`src/rtl/tqvp_dlmiles_i2ctarget_if.sv`:
```
// TinyQV peripheral bus bundle for the I2C target: register access plus interrupt.
interface tqvp_dlmiles_i2ctarget_if;
  logic [5:0]  address;
  logic [31:0] data_in;
  logic [1:0]  data_write_n;
  logic [1:0]  data_read_n;
  logic [31:0] data_out;
  logic        data_ready;
  logic        user_interrupt;

  modport master (
    output address, data_in, data_write_n, data_read_n,
    input  data_out, data_ready, user_interrupt
  );

  modport slave (
    input  address, data_in, data_write_n, data_read_n,
    output data_out, data_ready, user_interrupt
  );
endinterface

```
`src/rtl/tqvp_dlmiles_i2ctarget.sv`:
```
// I2C target: START/STOP decode, 7-bit address match, RX/TX holding registers,
// status/IRQ registers on the TinyQV bus. SDA is only ever pulled low, never stretched.
module tqvp_dlmiles_i2ctarget #(
  parameter int SCL_IN_BIT = 2,
  parameter int SDA_IN_BIT = 3,
  parameter int SDA_OE_BIT = 3
) (
  input  logic                             clk,
  input  logic                             rst,
  input  logic [7:0]                       ui_in,
  output logic [7:0]                       uo_out,
  tqvp_dlmiles_i2ctarget_if.slave          bus
);

  typedef enum logic [2:0] {IDLE, ADDR, ACK_ADDR, RX_BYTE, ACK_RX, TX_BYTE, ACK_TX} state_t;

  state_t     state_reg, state_next;
  logic [3:0] bit_cnt_reg, bit_cnt_next;
  logic [7:0] shift_reg, shift_next;
  logic [7:0] tx_shift_reg, tx_shift_next;
  logic       sda_oe_reg, sda_oe_next;
  logic       rw_reg, rw_next;
  logic       busy_reg, busy_next;
  logic       scl_prev_reg, sda_prev_reg;

  logic [7:0] ctrl_reg, rxdata_reg, txdata_reg;
  logic [3:0] irq_en_reg;
  logic       rx_valid_reg, tx_empty_reg, stop_seen_reg, overrun_reg, underrun_reg;
  logic       irq_reg;

  logic       do_capture, do_reload, set_overrun, set_stop;
  logic [7:0] load_val;

  wire scl = ui_in[SCL_IN_BIT];
  wire sda = ui_in[SDA_IN_BIT];
  wire scl_rise  = scl & ~scl_prev_reg;
  wire scl_fall  = ~scl & scl_prev_reg;
  wire start_det = scl & scl_prev_reg & sda_prev_reg & ~sda;
  wire stop_det  = scl & scl_prev_reg & ~sda_prev_reg & sda;

  wire wr_en = (bus.data_write_n != 2'b11);
  wire rd_en = (bus.data_read_n != 2'b11);

  // An empty TX register still has to put something on the wire: all ones.
  assign load_val = tx_empty_reg ? 8'hFF : txdata_reg;

  always_comb begin
    state_next    = state_reg;
    bit_cnt_next  = bit_cnt_reg;
    shift_next    = shift_reg;
    tx_shift_next = tx_shift_reg;
    sda_oe_next   = sda_oe_reg;
    rw_next       = rw_reg;
    busy_next     = busy_reg;
    do_capture    = 1'b0;
    do_reload     = 1'b0;
    set_overrun   = 1'b0;
    set_stop      = 1'b0;
    if (stop_det) begin
      state_next  = IDLE;
      sda_oe_next = 1'b0;
      busy_next   = 1'b0;
      set_stop    = busy_reg;
    end else if (start_det) begin
      state_next   = ADDR;
      bit_cnt_next = 4'd0;
      sda_oe_next  = 1'b0;
    end else begin
      case (state_reg)
        ADDR, RX_BYTE: begin
          if (scl_rise) begin
            shift_next   = {shift_reg[6:0], sda};
            bit_cnt_next = bit_cnt_reg + 4'd1;
          end else if (scl_fall && bit_cnt_reg == 4'd8) begin
            bit_cnt_next = 4'd0;
            if (state_reg == ADDR) begin
              if (ctrl_reg[7] && shift_reg[7:1] == ctrl_reg[6:0]) begin
                rw_next     = shift_reg[0];
                busy_next   = 1'b1;
                sda_oe_next = 1'b1;
                state_next  = ACK_ADDR;
              end else begin
                busy_next  = 1'b0;
                state_next = IDLE;
              end
            end else if (!rx_valid_reg) begin
              do_capture  = 1'b1;
              sda_oe_next = 1'b1;
              state_next  = ACK_RX;
            end else begin
              set_overrun = 1'b1;
              busy_next   = 1'b0;
              state_next  = IDLE;
            end
          end
        end
        ACK_ADDR, ACK_RX: begin
          if (scl_fall) begin
            if (state_reg == ACK_ADDR && rw_reg) begin
              do_reload     = 1'b1;
              tx_shift_next = load_val;
              sda_oe_next   = ~load_val[7];
              state_next    = TX_BYTE;
            end else begin
              sda_oe_next = 1'b0;
              state_next  = RX_BYTE;
            end
          end
        end
        TX_BYTE: begin
          if (scl_rise) begin
            bit_cnt_next = bit_cnt_reg + 4'd1;
          end else if (scl_fall) begin
            if (bit_cnt_reg == 4'd8) begin
              bit_cnt_next = 4'd0;
              sda_oe_next  = 1'b0;
              state_next   = ACK_TX;
            end else begin
              tx_shift_next = {tx_shift_reg[6:0], 1'b0};
              sda_oe_next   = ~tx_shift_reg[6];
            end
          end
        end
        ACK_TX: begin
          // bit_cnt doubles as "master acknowledged" between the 9th rise and fall.
          if (scl_rise) begin
            if (sda) begin
              busy_next  = 1'b0;
              state_next = IDLE;
            end else begin
              bit_cnt_next = 4'd1;
            end
          end else if (scl_fall && bit_cnt_reg == 4'd1) begin
            bit_cnt_next  = 4'd0;
            do_reload     = 1'b1;
            tx_shift_next = load_val;
            sda_oe_next   = ~load_val[7];
            state_next    = TX_BYTE;
          end
        end
        default: ;
      endcase
    end
  end

  always_ff @(posedge clk) begin
    if (rst) begin
      state_reg     <= IDLE;
      bit_cnt_reg   <= 4'd0;
      shift_reg     <= 8'd0;
      tx_shift_reg  <= 8'd0;
      sda_oe_reg    <= 1'b0;
      rw_reg        <= 1'b0;
      busy_reg      <= 1'b0;
      scl_prev_reg  <= 1'b0;
      sda_prev_reg  <= 1'b0;
      ctrl_reg      <= 8'd0;
      rxdata_reg    <= 8'd0;
      txdata_reg    <= 8'd0;
      irq_en_reg    <= 4'd0;
      rx_valid_reg  <= 1'b0;
      tx_empty_reg  <= 1'b1;
      stop_seen_reg <= 1'b0;
      overrun_reg   <= 1'b0;
      underrun_reg  <= 1'b0;
      irq_reg       <= 1'b0;
    end else begin
      state_reg    <= state_next;
      bit_cnt_reg  <= bit_cnt_next;
      shift_reg    <= shift_next;
      tx_shift_reg <= tx_shift_next;
      sda_oe_reg   <= sda_oe_next;
      rw_reg       <= rw_next;
      busy_reg     <= busy_next;
      scl_prev_reg <= scl;
      sda_prev_reg <= sda;

      // CPU side first; hardware events below override it in the same cycle.
      if (wr_en) begin
        case (bus.address)
          6'h00: ctrl_reg <= bus.data_in[7:0];
          6'h04: begin
            if (bus.data_in[4]) stop_seen_reg <= 1'b0;
            if (bus.data_in[5]) overrun_reg   <= 1'b0;
            if (bus.data_in[6]) underrun_reg  <= 1'b0;
          end
          6'h10: irq_en_reg <= bus.data_in[3:0];
          default: ;
        endcase
      end
      if (rd_en && bus.address == 6'h08) rx_valid_reg <= 1'b0;

      if (do_capture) begin
        rxdata_reg   <= shift_reg;
        rx_valid_reg <= 1'b1;
      end
      if (do_reload) begin
        tx_empty_reg <= 1'b1;
        if (tx_empty_reg) underrun_reg <= 1'b1;
      end
      if (wr_en && bus.address == 6'h0C) begin
        txdata_reg   <= bus.data_in[7:0];
        tx_empty_reg <= 1'b0;
      end
      if (set_overrun) overrun_reg   <= 1'b1;
      if (set_stop)    stop_seen_reg <= 1'b1;

      irq_reg <= (irq_en_reg[0] & rx_valid_reg)
               | (irq_en_reg[1] & tx_empty_reg & busy_reg & rw_reg)
               | (irq_en_reg[2] & stop_seen_reg)
               | (irq_en_reg[3] & (overrun_reg | underrun_reg));
    end
  end

  always_comb begin
    bus.data_out = 32'd0;
    case (bus.address)
      6'h00: bus.data_out = {24'd0, ctrl_reg};
      6'h04: bus.data_out = {25'd0, underrun_reg, overrun_reg, stop_seen_reg,
                             rw_reg, busy_reg, tx_empty_reg, rx_valid_reg};
      6'h08: bus.data_out = {24'd0, rxdata_reg};
      6'h10: bus.data_out = {28'd0, irq_en_reg};
      default: ;
    endcase
  end

  assign bus.data_ready     = 1'b1;
  assign bus.user_interrupt = irq_reg;

  for (genvar gi = 0; gi < 8; gi++) begin : g_uo
    assign uo_out[gi] = (gi == SDA_OE_BIT) ? sda_oe_reg : 1'b0;
  end

  logic unused_bits;
  assign unused_bits = ^{bus.data_in[31:8], ui_in};

endmodule

```
`src/flat_wrapper.sv`:
```
// flat-port wrapper written by rule: the top's interface ports become plain ports
module tqvp_dlmiles_i2ctarget_flat 
#(
  parameter int SCL_IN_BIT = 2,
  parameter int SDA_IN_BIT = 3,
  parameter int SDA_OE_BIT = 3
)
  (clk, rst, ui_in, uo_out, bus_address, bus_data_in, bus_data_write_n, bus_data_read_n, bus_data_out, bus_data_ready, bus_user_interrupt);
  tqvp_dlmiles_i2ctarget_if bus_i ();
  input  logic clk;
  input  logic rst;
  input  logic [7:0] ui_in;
  output logic [7:0] uo_out;
  input wire logic [$bits(bus_i.address)-1:0] bus_address;
  input wire logic [$bits(bus_i.data_in)-1:0] bus_data_in;
  input wire logic [$bits(bus_i.data_write_n)-1:0] bus_data_write_n;
  input wire logic [$bits(bus_i.data_read_n)-1:0] bus_data_read_n;
  output wire logic [$bits(bus_i.data_out)-1:0] bus_data_out;
  output wire logic [$bits(bus_i.data_ready)-1:0] bus_data_ready;
  output wire logic [$bits(bus_i.user_interrupt)-1:0] bus_user_interrupt;
  assign bus_i.address = bus_address;
  assign bus_i.data_in = bus_data_in;
  assign bus_i.data_write_n = bus_data_write_n;
  assign bus_i.data_read_n = bus_data_read_n;
  assign bus_data_out = bus_i.data_out;
  assign bus_data_ready = bus_i.data_ready;
  assign bus_user_interrupt = bus_i.user_interrupt;
  tqvp_dlmiles_i2ctarget #(.SCL_IN_BIT(SCL_IN_BIT), .SDA_IN_BIT(SDA_IN_BIT), .SDA_OE_BIT(SDA_OE_BIT)) u_core (.clk(clk), .rst(rst), .ui_in(ui_in), .uo_out(uo_out), .bus(bus_i));
endmodule
```
`config.mk`:
```
export PLATFORM = sky130hd
export DESIGN_NAME = tqvp_dlmiles_i2ctarget_flat
export DESIGN_NICKNAME = d
export VERILOG_FILES = /design/src/rtl/tqvp_dlmiles_i2ctarget_if.sv /design/src/rtl/tqvp_dlmiles_i2ctarget.sv /design/src/flat_wrapper.sv
export SDC_FILE = /design/constraint.sdc
export NUM_CORES = 1
export LEC_CHECK = 0
export ABC_AREA = 1
export CAP_MARGIN = 15
export CORE_UTILIZATION = 53
export DETAILED_ROUTE_END_ITERATION = 8
export PLACE_DENSITY = 0.84
export SETUP_SLACK_MARGIN = 0.05
export SYNTH_ARGS = -nofsm -noshare
export SYNTH_HDL_FRONTEND = slang
export SYNTH_SLANG_ARGS = --single-unit
```
`constraint.sdc`:
```
create_clock -name clk -period 2.2 [get_ports clk]
set_input_delay 0.33 -clock clk [delete_from_list [all_inputs] [get_ports clk]]
set_output_delay 0.33 -clock clk [all_outputs]
set_load 0.02 [all_outputs]
```
==> run metrics <==
Pins Over Slew Limit=0; clk buf depth=2; met2 Usage GRT=44.9%; met3 Use GR=6.06%; post-synthesis instance total=535; Cell Area, Synth=0.00350 sq mm; gpl congestion=approximately 0.92; grt peak-use layer=met2; Post-synth EDFFs=0; post-placement cell count=649; commonest cells in the synthesized netlist=nand2_1, nor2_1, dfxtp_1, o21ai_0, inv_1; LEAKAGE=1.95 nW; gr ovfl total=0; hold_sp=u_core.ctrl_reg[4]; core area=0.00635 sq mm; Synth warnings=0; syn_area_per_cell=6.54 sq um; kind of critical path=in2out; I/O pins=94; vias per cell=5.36; CTS tree=built; part of the cycle the worst path needs=95.1%; pwr dens=786 mW/mm^2; CTS Hold Buffers Added=0; clk_lat worst skew=roughly 340 ps; top cells by area, synth=dfxtp_1, nand2_1, nor2_1, buf_4, o21ai_0; fin cells=672; Worst Setup EP=bus_data_out[3]; Critical Path Source=bus_address[5]; Area Growth Syn to Fin=19.8%; R2R Path End=u_core.tx_shift_reg[4]; main flop type after synthesis=dfxtp_1; post-route ant nets=0; run status=finished, final reports clean; CTS H-Tree Depth=3; post-synthesis sequential area ratio=between 30% and 40%; setup TNS=0 ps; Final min period=2090 ps; dominant cell type by area after synthesis=dfxtp_1; share of post-route cells with drive strength above 1=14.1%; crit-path max FO=9; FF+latch count, synth=61; reg-to-reg startpoint=u_core.state_reg[1]; DRT Pass-1 Iters=5; drt first-iter violations=between 300 and 400; Worst Setup End Kind=output pin; # rows=29; distinct cell type count after synthesis=30; Clock transition at path regs=70 ps; DP Worst Slack=-367 ps; class of the worst hold path=reg2reg; global-route wire length before repair=14700 um; CTS Buf Count=9; Final Hold Fails=0; max-cap violations=0; Sink Count=61; Worst Skew=approximately 6.2 ps; chip width=between 80 and 90 um; RSZ-0062 raised after global routing=true; vias in the first global route=3274; Root Buffer=clkbuf_8; Setup-failing EPs final=0; met1 GRT Util=between 30% and 40%; Fmax achieved=478 MHz; Die Height=83.3 um; Worst R2R Path Depth=10; total power=~0.0033 W; Worst IR Drop VDD=0.651 mV; critical path required time=1870 ps; largest net degree at the start of global routing=47; worst setup margin=~110 ps; crit path DAT=approximately 1800 ps; count leader, synth=nand2_1; Nets=between 600 and 700; r2r setup slk=200 ps; Detail Placement HPWL=between 6000 and 7000 um; antenna violations before repair=0; wire per inst=13.5 um; Total Routing Usage GR=between 20% and 30%; ys async rst share=0%; Initial Utilization=between 50% and 60%; Synth top area share=a little over a third; routed vias=3604; Worst setup SP type=primary input; residual DRC count=0; Die ar.=0.00693 sq mm; WL final=9080 um; count of input and output buffers=31; ANT cells=0
## timing repair
action | 4_1_cts | 5_1_grt
setup buffers | 0 | 7
gates resized for setup | 31 | 22
setup endpoints to repair | 8 | 8
pin swaps | 0 | 10
## layout make-up
class,count,area [sq um]
tap,77,96.3
fill,547,2160
multi-input combinational,395,1880
clock inverter,4,70.1
timing repair buffer,62,544
sequential,61,1220
clock buffer,12,155
inverter,61,229
## through the flow
stage	util [%]	hold WS [ps]	instance area (sq um)
after detailed placement	61.1	479	3880
after global routing	66.0	514	4190
after floorplan	-	445	3610
final	66.0	490	4190
after CTS	64.5	492	4100
after global placement	61.1	469	3880
## layout by cell type (no fill, tap or decap)
cell type / Yosys / final
a21oi_1: 30 / 30
a22o_1: 1 / 1
a22oi_1: 7 / 4
a22oi_2: 0 / 3
buf_12: 0 / 1
buf_2: 2 / 4
buf_4: 38 / 31
buf_6: 1 / 3
bufinv_16: 0 / 2
clkbuf_1: 7 / 1
clkbuf_8: 0 / 11
clkdlybuf4s50_1: 0 / 20
clkinv_1: 3 / 3
clkinv_2: 0 / 2
conb_1: 2 / 32
dfxtp_1: 61 / 61
dlymetal6s2s_1: 0 / 3
ha_1: 6 / 6
inv_1: 52 / 51
inv_2: 6 / 7
nand2_1: 109 / 109
nand2_2: 6 / 6
nand3_1: 25 / 23
nand3_2: 2 / 4
nand4_1: 6 / 6
nor2_1: 89 / 87
nor2_2: 3 / 3
nor2_4: 0 / 2
nor3_1: 5 / 5
nor3_2: 3 / 2
nor3_4: 1 / 2
o211ai_1: 2 / 2
o21ai_0: 56 / 56
o21ai_1: 6 / 6
o21ai_2: 1 / 1
o21bai_1: 2 / 2
o22ai_1: 2 / 2
xnor2_1: 1 / 1
## worst min path at each step
stage,end,cells past startpoint
detailed placement,u_core.underrun_reg,2
global placement,u_core.rxdata_reg[7],2
CTS,u_core.ctrl_reg[4],2
global route,u_core.ctrl_reg[6],2
floorplan,u_core.shift_reg[1],2
finish,u_core.ctrl_reg[4],2
## per-layer routing
layer | up-vias | wire length [um]
met5 | - | 0
met3 | 30 | 651
met2 | 167 | 4380
met1 | 1649 | 3790
li1 | 1758 | -
met4 | 0 | 263
## cells by family (layout without fill, tap and decap cells)
kind of cell | Yosys count | after routing | synth area share (%)
xor gates and xnor gates | 1 | 1 | 0.250
and+or+nand+nor | 249 | 249 | 30.1
other | 2 | 32 | 0.215
buffers and inverters | 109 | 139 | 16.0
AOI/OAI and AO/OA | 107 | 107 | 16.4
adders and majority gates | 6 | 6 | 2.14
DFF | 61 | 61 | 34.9
## power by group
| group | leakage, nW | switching (W) | internal, W |
|---|---|---|---|
| Combinational | 1.34 | 0.000550 | 0.000292 |
| Sequential | 0.494 | 0.0000907 | 0.00122 |
| Clock | 0.116 | 0.000446 | 0.000697 |
## worst max-delay path, stage by stage
cell and delay [ps]:
clkdlybuf4s50_1 420, nor2_1 150, inv_1 110, nor3_2 170, buf_4 190, nand2_1 70, o211ai_1 130, buf_4 200
Note: power is estimated with default switching activity, not from simulation.
